[src/rtl/keypad_pkg.sv]
// Shared types and constants for the keypad scanner and the game logic that consumes its events.
package keypad_pkg;

   typedef enum logic [1:0] {
      StIdle,
      StHeld,
      StSwap
   } key_state_e;

   // Code width and NONE sentinel of the standard 4x3 pad; other geometries use all-ones of theirs.
   localparam int unsigned PadCodeW = 4;
   localparam logic [PadCodeW-1:0] KeyNone  = '1;
   localparam logic [PadCodeW-1:0] KeyUp    = 4'd4;
   localparam logic [PadCodeW-1:0] KeyLeft  = 4'd6;
   localparam logic [PadCodeW-1:0] KeyPut   = 4'd7;
   localparam logic [PadCodeW-1:0] KeyRight = 4'd8;
   localparam logic [PadCodeW-1:0] KeyUndo  = 4'd9;
   localparam logic [PadCodeW-1:0] KeyDown  = 4'd10;

   function automatic int unsigned code_of(input int unsigned row, input int unsigned col,
                                           input int unsigned cols);
      return row * cols + col;
   endfunction

endpackage

[src/rtl/keypad_row_scan.sv]
// Row scanner: dwell and row counters, one-hot row drive, column sample strobe and frame marker.
module keypad_row_scan #(
   parameter int unsigned ROWS     = 4,
   parameter int unsigned SCAN_DIV = 8,
   localparam int unsigned RowW    = $clog2(ROWS)
) (
   input  logic            clk,
   input  logic            rst,
   output logic [ROWS-1:0] key_row_o,
   output logic [RowW-1:0] row_idx_o,
   output logic            sample_o,
   output logic            frame_done_o
);

   localparam int unsigned DwellW = $clog2(SCAN_DIV);
   localparam logic [DwellW-1:0] DwellLast = DwellW'(SCAN_DIV - 1);
   localparam logic [RowW-1:0]   RowLast   = RowW'(ROWS - 1);

   logic              run_q;
   logic [DwellW-1:0] dwell_q, dwell_d;
   logic [RowW-1:0]   row_q, row_d;

   always_comb begin
      dwell_d = dwell_q;
      row_d   = row_q;
      if (run_q) begin
         if (dwell_q == DwellLast) begin
            dwell_d = '0;
            row_d   = (row_q == RowLast) ? '0 : row_q + RowW'(1);
         end else begin
            dwell_d = dwell_q + DwellW'(1);
         end
      end
   end

   always_ff @(posedge clk or posedge rst) begin
      if (rst) begin
         run_q   <= 1'b0;
         dwell_q <= '0;
         row_q   <= '0;
      end else begin
         run_q   <= 1'b1;
         dwell_q <= dwell_d;
         row_q   <= row_d;
      end
   end

   // Row r is wired to the MSB-first position ROWS-1-r; nothing is driven until the first clock.
   always_comb begin
      key_row_o = '0;
      for (int unsigned r = 0; r < ROWS; r++) begin
         key_row_o[ROWS-1-r] = run_q && (row_q == RowW'(r));
      end
   end

   assign row_idx_o    = row_q;
   assign sample_o     = run_q && (dwell_q == DwellLast);
   assign frame_done_o = sample_o && (row_q == RowLast);

endmodule

[src/rtl/keypad_scan_debounce.sv]
// Matrix keypad front end: scan, synchronise, debounce, reject multi-key frames, emit key events.
module keypad_scan_debounce
   import keypad_pkg::*;
#(
   parameter int unsigned ROWS            = 4,
   parameter int unsigned COLS            = 3,
   parameter int unsigned SCAN_DIV        = 8,
   parameter int unsigned DEBOUNCE_FRAMES = 4,
   parameter bit          REPEAT_EN       = 1'b0,
   parameter int unsigned REPEAT_DELAY    = 32,
   parameter int unsigned REPEAT_RATE     = 8,
   localparam int unsigned CODE_W         = $clog2(ROWS * COLS)
) (
   input  logic              clk,
   input  logic              rst,
   input  logic [COLS-1:0]   key_col_i,
   output logic [ROWS-1:0]   key_row_o,
   output logic [CODE_W-1:0] key_code_o,
   output logic              key_valid_o,
   output logic              key_press_o,
   output logic              key_release_o,
   output logic              key_repeat_o,
   output logic              multi_key_o
);

   localparam int unsigned RowW   = $clog2(ROWS);
   localparam int unsigned CntW   = $clog2(DEBOUNCE_FRAMES + 1);
   localparam int unsigned RepMax = (REPEAT_DELAY > REPEAT_RATE) ? REPEAT_DELAY : REPEAT_RATE;
   localparam int unsigned RepW   = $clog2(RepMax + 1);
   localparam logic [CODE_W-1:0] NoneCode = '1;
   localparam logic [CntW-1:0]   CntFull  = CntW'(DEBOUNCE_FRAMES);

   logic [RowW-1:0]   row_idx;
   logic              sample, frame_done;
   logic [COLS-1:0]   col_meta_q, col_sync_q;
   logic [1:0]        acc_hits_q, row_hits, tot_hits;
   logic [2:0]        hit_sum;
   logic [CODE_W-1:0] acc_code_q, row_code, merged_code, frame_res;
   logic              multi_q;
   logic [CODE_W-1:0] cand_q, cand_d, stable_q;
   logic [CntW-1:0]   cnt_q, cnt_d;
   logic              stable_chg;

   key_state_e        state_q, state_d;
   logic [CODE_W-1:0] code_q, code_d;
   logic              valid_q, valid_d, press_q, press_d;
   logic              release_q, release_d, repeat_q, repeat_d;
   logic [RepW-1:0]   rep_cnt_q, rep_cnt_d;

   keypad_row_scan #(
      .ROWS     (ROWS),
      .SCAN_DIV (SCAN_DIV)
   ) u_row_scan (
      .clk          (clk),
      .rst          (rst),
      .key_row_o    (key_row_o),
      .row_idx_o    (row_idx),
      .sample_o     (sample),
      .frame_done_o (frame_done)
   );

   // Hit count saturates at 2: only none / exactly one / several matter.
   always_comb begin
      row_hits = 2'd0;
      row_code = NoneCode;
      for (int unsigned b = 0; b < COLS; b++) begin
         if (col_sync_q[b]) begin
            if (row_hits != 2'd2) row_hits = row_hits + 2'd1;
            row_code = CODE_W'(code_of(32'(row_idx), COLS - 1 - b, COLS));
         end
      end
      hit_sum     = {1'b0, acc_hits_q} + {1'b0, row_hits};
      tot_hits    = (hit_sum > 3'd1) ? 2'd2 : hit_sum[1:0];
      merged_code = (acc_hits_q != 2'd0) ? acc_code_q : row_code;
      frame_res   = (tot_hits == 2'd1) ? merged_code : NoneCode;

      if (frame_res != cand_q) begin
         cand_d = frame_res;
         cnt_d  = CntW'(1);
      end else begin
         cand_d = cand_q;
         cnt_d  = (cnt_q == CntFull) ? cnt_q : cnt_q + CntW'(1);
      end
      stable_chg = frame_done && (cnt_d == CntFull) && (cand_d != stable_q);
   end

   always_comb begin
      state_d   = state_q;
      code_d    = code_q;
      valid_d   = valid_q;
      press_d   = 1'b0;
      release_d = 1'b0;
      repeat_d  = 1'b0;
      rep_cnt_d = rep_cnt_q;
      case (state_q)
         StIdle: begin
            // Entered with valid still high for the release cycle; it drops one clock later.
            valid_d = 1'b0;
            if (stable_chg) begin
               state_d   = StHeld;
               code_d    = cand_d;
               valid_d   = 1'b1;
               press_d   = 1'b1;
               rep_cnt_d = RepW'(REPEAT_DELAY);
            end
         end
         StHeld: begin
            if (stable_chg) begin
               release_d = 1'b1;
               rep_cnt_d = '0;
               state_d   = (cand_d == NoneCode) ? StIdle : StSwap;
            end else if (REPEAT_EN && frame_done) begin
               if (rep_cnt_q == RepW'(1)) begin
                  repeat_d  = 1'b1;
                  rep_cnt_d = RepW'(REPEAT_RATE);
               end else begin
                  rep_cnt_d = rep_cnt_q - RepW'(1);
               end
            end
         end
         StSwap: begin
            state_d   = StHeld;
            code_d    = stable_q;
            press_d   = 1'b1;
            rep_cnt_d = RepW'(REPEAT_DELAY);
         end
         default: state_d = StIdle;
      endcase
   end

   always_ff @(posedge clk or posedge rst) begin
      if (rst) begin
         col_meta_q <= '0;
         col_sync_q <= '0;
         acc_hits_q <= 2'd0;
         acc_code_q <= NoneCode;
         multi_q    <= 1'b0;
         cand_q     <= NoneCode;
         cnt_q      <= '0;
         stable_q   <= NoneCode;
         state_q    <= StIdle;
         code_q     <= '0;
         valid_q    <= 1'b0;
         press_q    <= 1'b0;
         release_q  <= 1'b0;
         repeat_q   <= 1'b0;
         rep_cnt_q  <= '0;
      end else begin
         col_meta_q <= key_col_i;
         col_sync_q <= col_meta_q;
         if (sample) begin
            if (frame_done) begin
               acc_hits_q <= 2'd0;
               acc_code_q <= NoneCode;
               multi_q    <= (tot_hits == 2'd2);
               cand_q     <= cand_d;
               cnt_q      <= cnt_d;
               if (stable_chg) stable_q <= cand_d;
            end else begin
               acc_hits_q <= tot_hits;
               acc_code_q <= merged_code;
            end
         end
         state_q   <= state_d;
         code_q    <= code_d;
         valid_q   <= valid_d;
         press_q   <= press_d;
         release_q <= release_d;
         repeat_q  <= repeat_d;
         rep_cnt_q <= rep_cnt_d;
      end
   end

   assign key_code_o    = code_q;
   assign key_valid_o   = valid_q;
   assign key_press_o   = press_q;
   assign key_release_o = release_q;
   assign key_repeat_o  = repeat_q;
   assign multi_key_o   = multi_q;

endmodule

[config.mk]
export PLATFORM = sky130hd
export DESIGN_NAME = keypad_scan_debounce
export DESIGN_NICKNAME = d
export VERILOG_FILES = /design/src/rtl/keypad_pkg.sv /design/src/rtl/keypad_row_scan.sv /design/src/rtl/keypad_scan_debounce.sv
export SDC_FILE = /design/constraint.sdc
export NUM_CORES = 1
export LEC_CHECK = 0
export CAP_MARGIN = 20
export CORE_AREA = 3 3 93 95
export CTS_BUF_LIST = sky130_fd_sc_hd__clkbuf_2
export DETAILED_ROUTE_END_ITERATION = 12
export DIE_AREA = 0 0 96 98
export DONT_BUFFER_PORTS = 1
export GPL_TIMING_DRIVEN = 0
export PLACE_DENSITY_LB_ADDON = 0.05
export SETUP_SLACK_MARGIN = 0.05
export SLEW_MARGIN = 20
export SYNTH_ARGS = -nofsm -noshare
export SYNTH_HDL_FRONTEND = slang
export SYNTH_SLANG_ARGS = --single-unit
[constraint.sdc]
create_clock -name clk -period 3.95 [get_ports clk]
set_clock_uncertainty 0.1 [all_clocks]
set_input_delay 0.79 -clock clk [delete_from_list [all_inputs] [get_ports clk]]
set_output_delay 0.79 -clock clk [all_outputs]
set_load 0.01 [all_outputs]
==> flow_metrics.py, run 1 <==
metrics = {
    "setup_path": {
        "required_ps": 4150,
        "crit_start": "col_sync_q[1]",
        "critical-path-top-delay-family": "adder cells",
        "r2r_end": "key_code_o[0]",
        "crit_chain": "buf_6 > inv_2 > ha_4 > mux2_4 > ha_4 > inv_2 > fa_1 > nand3_2 > a221o_1 > a21oi_4 > mux2_4 > or4b_4 > buf_6 > o211ai_1 > o211ai_1",
        "worstSetupStartpointType": "register",
        "crit_cells": 15,
        "rrSetupSlack_ps": 170,
        "critPathCaptureType": "register",
        "worstSetupPathType": "register to register",
        "timing.rr.start": "col_sync_q[1]",
        "max_stage_delay_ps": 560,
        "cp_slowest_cell": "fa_1",
        "path_buf_inv": 4,
        "cp.arrival_ps": 3980,
        "reg2reg_depth": 15,
        "cp_max_fo": 8,
    },
    "place": {
        "gp_congestion": 0.693,
        "port_buffers": 0,
        "hpwl_um": 3870,
        "dp_cells": 336,
    },
    "final_layout": {
        "stdcell_count": 354,
        "drive_gt1_share_pct": 25.8,
        "fin_nets": 271,
        "diodes": 0,
        "syn2layout_area_growth_pct": 15.7,
    },
    "yosys": {
        "netlist_instances": 233,
        "synth.net_count": 253,
        "ys_ff_latch": 39,
        "synth_edf_count": 0,
        "synth-seq-area-share_pct": 41.8,
        "async_reset_ff_share_pct": 100,
        "yosys_most_used_dff": "dfrtp_1",
        "yosys_warnings": 0,
        "synth_area_mm2": 0.00237,
        "ys_types": 61,
        "syn_avg_cell_area_um2": 10.2,
    },
    "die": {
        "die_w_um": 96,
        "rows": 32,
        "ios": 18,
        "fp.dieH_um": 98,
        "die-area_mm2": 0.00941,
        "core_area_mm2": 0.00781,
        "start_util_pct": 30.3,
    },
    "clock_network": {
        "clk_pin_slew_ps": 230,
        "cts_root_buf": "clkbuf_2",
        "cts_tree": "built",
        "htreeDepth": 2,
        "cts_sinks": 39,
        "numCtsBuffers": 5,
        "cts.path.max_buffers": 2,
        "clk_latency_ps": 410,
    },
    "power": {
        "seqPwrFrac_pct": 34.7,
        "p_switching_w": 0.000687,
        "pwr-share-clk_pct": 18.8,
        "pwr-share-comb_pct": 46.5,
        "power.density_mw_per_mm2": 618,
        "p_leak_nw": 1.09,
        "vdd_drop_max_v": 0.000179,
        "switching_share_pct": 40.5,
        "intPower_w": 0.00101,
    },
    "drt": {
        "wl_met1_um": 2800,
        "wl_per_cell_um": 15.2,
        "met2_length_um": 2360,
        "routed.top_layer": "met4",
        "routed_wl_um": 5380,
        "drtIter0Drc": 101,
        "post-route-drc-count": 0,
        "met3_length_um": 179,
        "routed-via-count": 1717,
        "ant_nets": 0,
        "viasPerCell": 4.85,
        "drt-pass1-iter-count": 4,
    },
    "timing": {
        "tns_ps": 0,
        "setup_viol_count_final": 0,
        "rsz0062_at_grt": "false",
        "hold_viol": 0,
        "finalCritPeriodShare_pct": 95.6,
        "slew_viol_final": 0,
        "max_freq_mhz": 265,
        "min_period_ps": 3780,
        "relSlewSlack_pct": 65.7,
        "worstMarginPinSlew_ps": 511,
    },
    "global_routing": {
        "grt_pass1_wl_um": 8900,
        "overflow": 0,
        "grt_pass1_vias": 1728,
        "grt_start_max_net_pins": 28,
        "antenna_found_initial": 0,
        "track_usage_pct": 12.1,
    },
    "outcome": {
        "status": "complete, no violations",
    },
    "hold_path": {
        "hp-class": "input port to async pin",
    },
    "run": {
        "maxCapViolations": 0,
    },
}
Yosys cell counts, types with 2 or more instances:
library cell | number | share of area (%)
o21ai_0 | 18 | 3.8
nand3b_1 | 2 | 0.63
or3_1 | 3 | 0.79
o21ai_1 | 4 | 0.85
nand2b_1 | 3 | 0.79
o211ai_1 | 9 | 2.9
nor2_1 | 10 | 1.6
nor3b_2 | 2 | 1.1
nand2_1 | 17 | 2.7
nor2b_1 | 5 | 1.3
ha_1 | 14 | 7.4
nor3_1 | 3 | 0.63
nor4_1 | 5 | 1.3
and2_1 | 6 | 1.6
buf_6 | 2 | 0.95
dfstp_2 | 12 | 13
a21oi_4 | 2 | 1.4
clkbuf_1 | 8 | 1.3
xnor2_1 | 6 | 2.2
a31oi_1 | 3 | 0.79
dfrtp_1 | 27 | 29
inv_1 | 12 | 1.9
a22oi_1 | 4 | 1.3
a21oi_1 | 8 | 1.7
o31ai_1 | 3 | 0.95
mux2_2 | 3 | 1.4
nand3_1 | 4 | 0.85
o22a_1 | 2 | 0.74
conb_1 | 2 | 0.32
nor3b_1 | 2 | 0.63
buf_4 | 2 | 0.63
state kept, by name (all words and copies together), names as in the netlist, 2 cells and up:
register	flops
cand_q	4
stable_q	4
state_q	2
acc_hits_q	2
u_row_scan.row_idx_o	2
acc_code_q	4
cnt_q	3
key_code_o	4
col_sync_q	3
u_row_scan.dwell_q	3
col_meta_q	3
worst max path at each step:
stage,endpoint
finish,key_code_o[0]
global route,key_code_o[2]
CTS,key_code_o[2]
detailed placement,key_code_o[2]
global placement,key_code_o[2]
floorplan,key_code_o[0]
power groups by stage:
stage                     combinational [W]  clock (W)  sequential [W]
after floorplan                    0.000576          0        0.000572
after global placement             0.000716          0        0.000594
after detailed placement           0.000718          0        0.000593
after CTS                          0.000749   0.000334        0.000585
after global routing               0.000881   0.000351        0.000603
final                              0.000787   0.000318        0.000588
what timing repair did:
item                                    4_1_cts  5_1_grt
gates resized for setup                       4       10
pin swaps                                     2        8
buffers inserted                              4        6
hold buffers                                  0        0
endpoints found under the setup margin       16       12
logic make-up (layout without fill, tap and decap cells):
family                   count (synthesis)  count (layout)  share of synthesized area, %
buffers and inverters                   24              43                          4.75
multiplexers                             5               5                          2.48
adder cells (fa/ha/maj)                 15              15                          8.24
other                                    2               2                         0.317
flip-flops                              39              39                          41.8
XOR/XNOR                                 7               7                          2.59
AND/OR/NAND/NOR                         74              74                          18.8
AO/OA/AOI/OAI                           67              67                          21.0
cell type report:
cell class	instances	area, µm²
Multi-Input combinational cell	170	1310
Clock inverter	3	67.6
Inverter	12	45.0
Clock buffer	5	25.0
Buffer	12	75.1
Tap cell	102	128
Timing Repair Buffer	11	95.1
Fill cell	817	5070
Sequential cell	39	992
cell usage in the layout, fill, tap and decap left out, types with 3 or more instances in the layout:
cell | netlist | routed
nand2b_1 | 3 | 3
buf_6 | 2 | 3
inv_2 | 0 | 3
buf_4 | 2 | 12
o21ai_1 | 4 | 4
a31oi_1 | 3 | 3
inv_1 | 12 | 9
nor2_1 | 10 | 10
and2_1 | 6 | 6
dfstp_2 | 12 | 12
clkbuf_2 | 0 | 5
nand2_1 | 17 | 17
or3_1 | 3 | 3
nand3_1 | 4 | 3
a21oi_1 | 8 | 8
a22oi_1 | 4 | 4
nor3_1 | 3 | 3
clkbuf_1 | 8 | 7
dfrtp_1 | 27 | 26
nor4_1 | 5 | 4
ha_1 | 14 | 12
o21ai_0 | 18 | 18
xnor2_1 | 6 | 5
nor2b_1 | 5 | 5
o31ai_1 | 3 | 3
o211ai_1 | 9 | 9
stage by stage:
| stage | instance area, µm² | utilization (%) | total power (W) | hold WS (ps) | setup slack, ps |
|---|---|---|---|---|---|
| 2_1_floorplan | 2370 | - | 0.00115 | 231 | 192 |
| 3_3_place_gp | 2500 | 32.0 | 0.00131 | 233 | -316 |
| 3_5_place_dp | 2520 | 32.2 | 0.00131 | 236 | -291 |
| 4_1_cts | 2650 | 34.0 | 0.00167 | 64.1 | 50.1 |
| 5_1_grt | 2740 | 35.1 | 0.00184 | 36.8 | 45.6 |
| 6_report | 2740 | 35.1 | 0.00169 | 87.2 | 175 |
worst register-to-register path: stages, from the launching register on:
cell,delay [ps]
dfrtp_1,440
buf_6,120
inv_2,50
ha_4,250
mux2_4,140
ha_4,120
inv_2,30
fa_1,560
nand3_2,110
a221o_1,320
a21oi_4,150
mux2_4,330
or4b_4,530
buf_6,150
o211ai_1,160
o211ai_1,110
layer usage:
layer | up-vias | GRT usage [%]
met1 | 813 | 18.0
met5 | - | 0
met3 | 5 | 3.00
met4 | 0 | 3.39
met2 | 28 | 17.3
li1 | 871 | -
Note: power is estimated with default switching activity, not from simulation.
==> inputs of run 2 (changes only) <==
==> constraint.sdc (replaced) <==
create_clock -name clk -period 4.18 [get_ports clk]
set_clock_uncertainty 0.1 [all_clocks]
set_input_delay 0.836 -clock clk [delete_from_list [all_inputs] [get_ports clk]]
set_output_delay 0.836 -clock clk [all_outputs]
set_load 0.01 [all_outputs]
==> run 2 against run 1 <==
  * Critical path depth stayed put
  * Global-route usage is 0.094 points lower
  * Non-clock buffer count is 9 lower
  * Via count is 2.0% lower
  * Sequential power is 6.0% lower
  * Hold slack better by 51 ps
  * First-iteration DRC count is 39% lower
  * Critical path type unchanged
  * Largest cell class unchanged
==> flow_metrics.py, run 2 (synthesis results as in run 1) <==
metrics = {
    "outcome": {
        "status": "complete, no violations",
    },
    "timing": {
        "slew_viol_final": 0,
        "max_freq_mhz": 254,
        "rsz0062_at_grt": "false",
        "worstMarginPinSlew_ps": 530,
        "timing.final.ws_setup_ps": 250,
        "relSlewSlack_pct": 64.4,
        "min_period_ps": 3930,
        "tns_ps": 0,
        "finalCritPeriodShare_pct": 94.0,
        "hold_viol": 0,
        "setup_viol_count_final": 0,
    },
    "setup_path": {
        "path_buf_inv": 4,
        "reg2reg_depth": 15,
        "crit_start": "col_sync_q[1]",
        "worstSetupStartpointType": "register",
        "max_stage_delay_ps": 540,
        "timing.rr.start": "col_sync_q[1]",
        "critical-path-top-delay-family": "adder cells",
        "crit_cells": 15,
        "r2r_end": "key_code_o[1]",
        "crit_chain": "buf_6 > inv_1 > ha_1 > mux2_2 > ha_1 > inv_1 > fa_1 > nand3_2 > a221o_1 > a21oi_4 > mux2_4 > or4b_4 > buf_6 > o211ai_1 > o211ai_1",
        "crit_end": "key_code_o[1]",
        "critPathCaptureType": "register",
        "cp_max_fo": 10,
        "cp.arrival_ps": 4130,
        "required_ps": 4380,
        "worstSetupPathType": "register to register",
        "cp_slowest_cell": "fa_1",
        "rrSetupSlack_ps": 250,
    },
    "drt": {
        "post-route-drc-count": 0,
        "drt-pass1-iter-count": 4,
        "viasPerCell": 4.88,
        "routed_wl_um": 5280,
        "drtIter0Drc": 62,
        "routed-via-count": 1683,
        "wl_per_cell_um": 15.3,
        "ant_nets": 0,
    },
    "final_layout": {
        "multi_input_area_mm2": 0.00128,
        "drive_gt1_share_pct": 20.6,
        "fin_nets": 262,
        "n_fill_cell": 823,
        "diodes": 0,
        "fin_area_mm2": 0.00264,
        "final_common_cell": "dfrtp_1",
        "final_util_pct": 33.8,
        "seq_area_um2": 991,
        "syn2layout_area_growth_pct": 11.3,
        "final_cell_mix": "dfrtp_1, o21ai_0, nand2_1, ha_1, dfstp_2",
    },
    "die": {
        "ios": 18,
        "core_area_mm2": 0.00781,
        "rows": 32,
        "start_util_pct": 30.3,
        "die_w_um": 96,
        "die-area_mm2": 0.00941,
        "fp.dieH_um": 98,
    },
    "global_routing": {
        "antenna_found_initial": 0,
        "grt_start_max_net_pins": 28,
        "overflow": 0,
        "track_usage_pct": 12.0,
        "grt_pass1_wl_um": 8840,
        "grt_pass1_vias": 1710,
    },
    "clock_network": {
        "clk_latency_ps": 400,
        "cts_tree": "built",
        "numCtsBuffers": 5,
        "htreeDepth": 2,
        "cts_sinks": 39,
        "holdBufCountCts": 0,
        "cts.path.max_buffers": 2,
        "cts_root_buf": "clkbuf_2",
        "clk_pin_slew_ps": 230,
    },
    "power": {
        "vdd_drop_max_v": 0.000166,
        "seqPwrFrac_pct": 35.7,
        "intPower_w": 0.000916,
        "pwr-share-clk_pct": 19.3,
        "p_switching_w": 0.000632,
        "switching_share_pct": 40.8,
        "pwr-share-comb_pct": 45.0,
        "power.density_mw_per_mm2": 588,
        "total_power_w": 0.00155,
        "p_leak_nw": 1.05,
    },
    "place": {
        "hpwl_um": 3870,
        "gp_congestion": 0.693,
        "dp_slack_ps": -60.9,
        "port_buffers": 0,
        "place_area_mm2": 0.00252,
    },
    "hold_path": {
        "hp-class": "input port to async pin",
    },
    "run": {
        "maxCapViolations": 0,
    },
}
run 2: changes by cell type in the layout (fill, tap and decap cells not counted), sizes merged:
cell | previous run | this run
buf | 16 | 7
run 2: area by class of cell:
cell class                      count  share of cell area, %
Sequential cell                    39                   37.6
Multi-Input combinational cell    170                   48.4
Clock inverter                      3                   2.56
Timing Repair Buffer                2                   1.04
Inverter                           12                   1.71
Buffer                             12                   2.85
Clock buffer                        5                  0.950
Tap cell                          102                   4.84
run 2: worst register-to-register path, cell delays in order (launching register included):
cell	delay (ps)
dfrtp_1	460
buf_6	170
inv_1	80
ha_1	270
mux2_2	140
ha_1	130
inv_1	40
fa_1	540
nand3_2	150
a221o_1	330
a21oi_4	150
mux2_4	350
or4b_4	500
buf_6	160
o211ai_1	170
o211ai_1	110
run 2: how the worst min path moves through the flow:
stage          cells past startpoint          start             to  slack (ps)
2_1_floorplan                      0  col_meta_q[0]  col_sync_q[0]         230
3_3_place_gp                       0  col_meta_q[0]  col_sync_q[0]         230
3_5_place_dp                       0  col_meta_q[1]  col_sync_q[1]         240
4_1_cts                            1            rst       cnt_q[1]         110
5_1_grt                            1            rst    key_press_o          80
6_report                           1            rst    key_press_o         140
run 2: stage by stage:
step	hold WS (ps)	cells
CTS	110	345
floorplan	231	233
global placement	233	335
finish	138	345
detailed placement	236	336
global route	82.8	345
run 2: power groups by stage:
stage	Combinational, W	Clock, W	Sequential (W)
2_1_floorplan	0.000544	0	0.000540
3_3_place_gp	0.000677	0	0.000562
3_5_place_dp	0.000678	0	0.000560
4_1_cts	0.000690	0.000315	0.000553
5_1_grt	0.000790	0.000332	0.000567
6_report	0.000697	0.000299	0.000553
run 2: repair_timing:
item,CTS,global route
setup buffers,1,0
resized for setup,1,6
setup endpoints to repair,8,12
pin swaps,0,1
run 2: per-layer routing:
layer	vias to the layer above	share of wire, %	track usage (%)
met5	-	0	0
met4	0	0.76	3.28
met3	5	2.5	2.70
met2	22	44	17.3
met1	800	53	18.0
li1	856	-	-
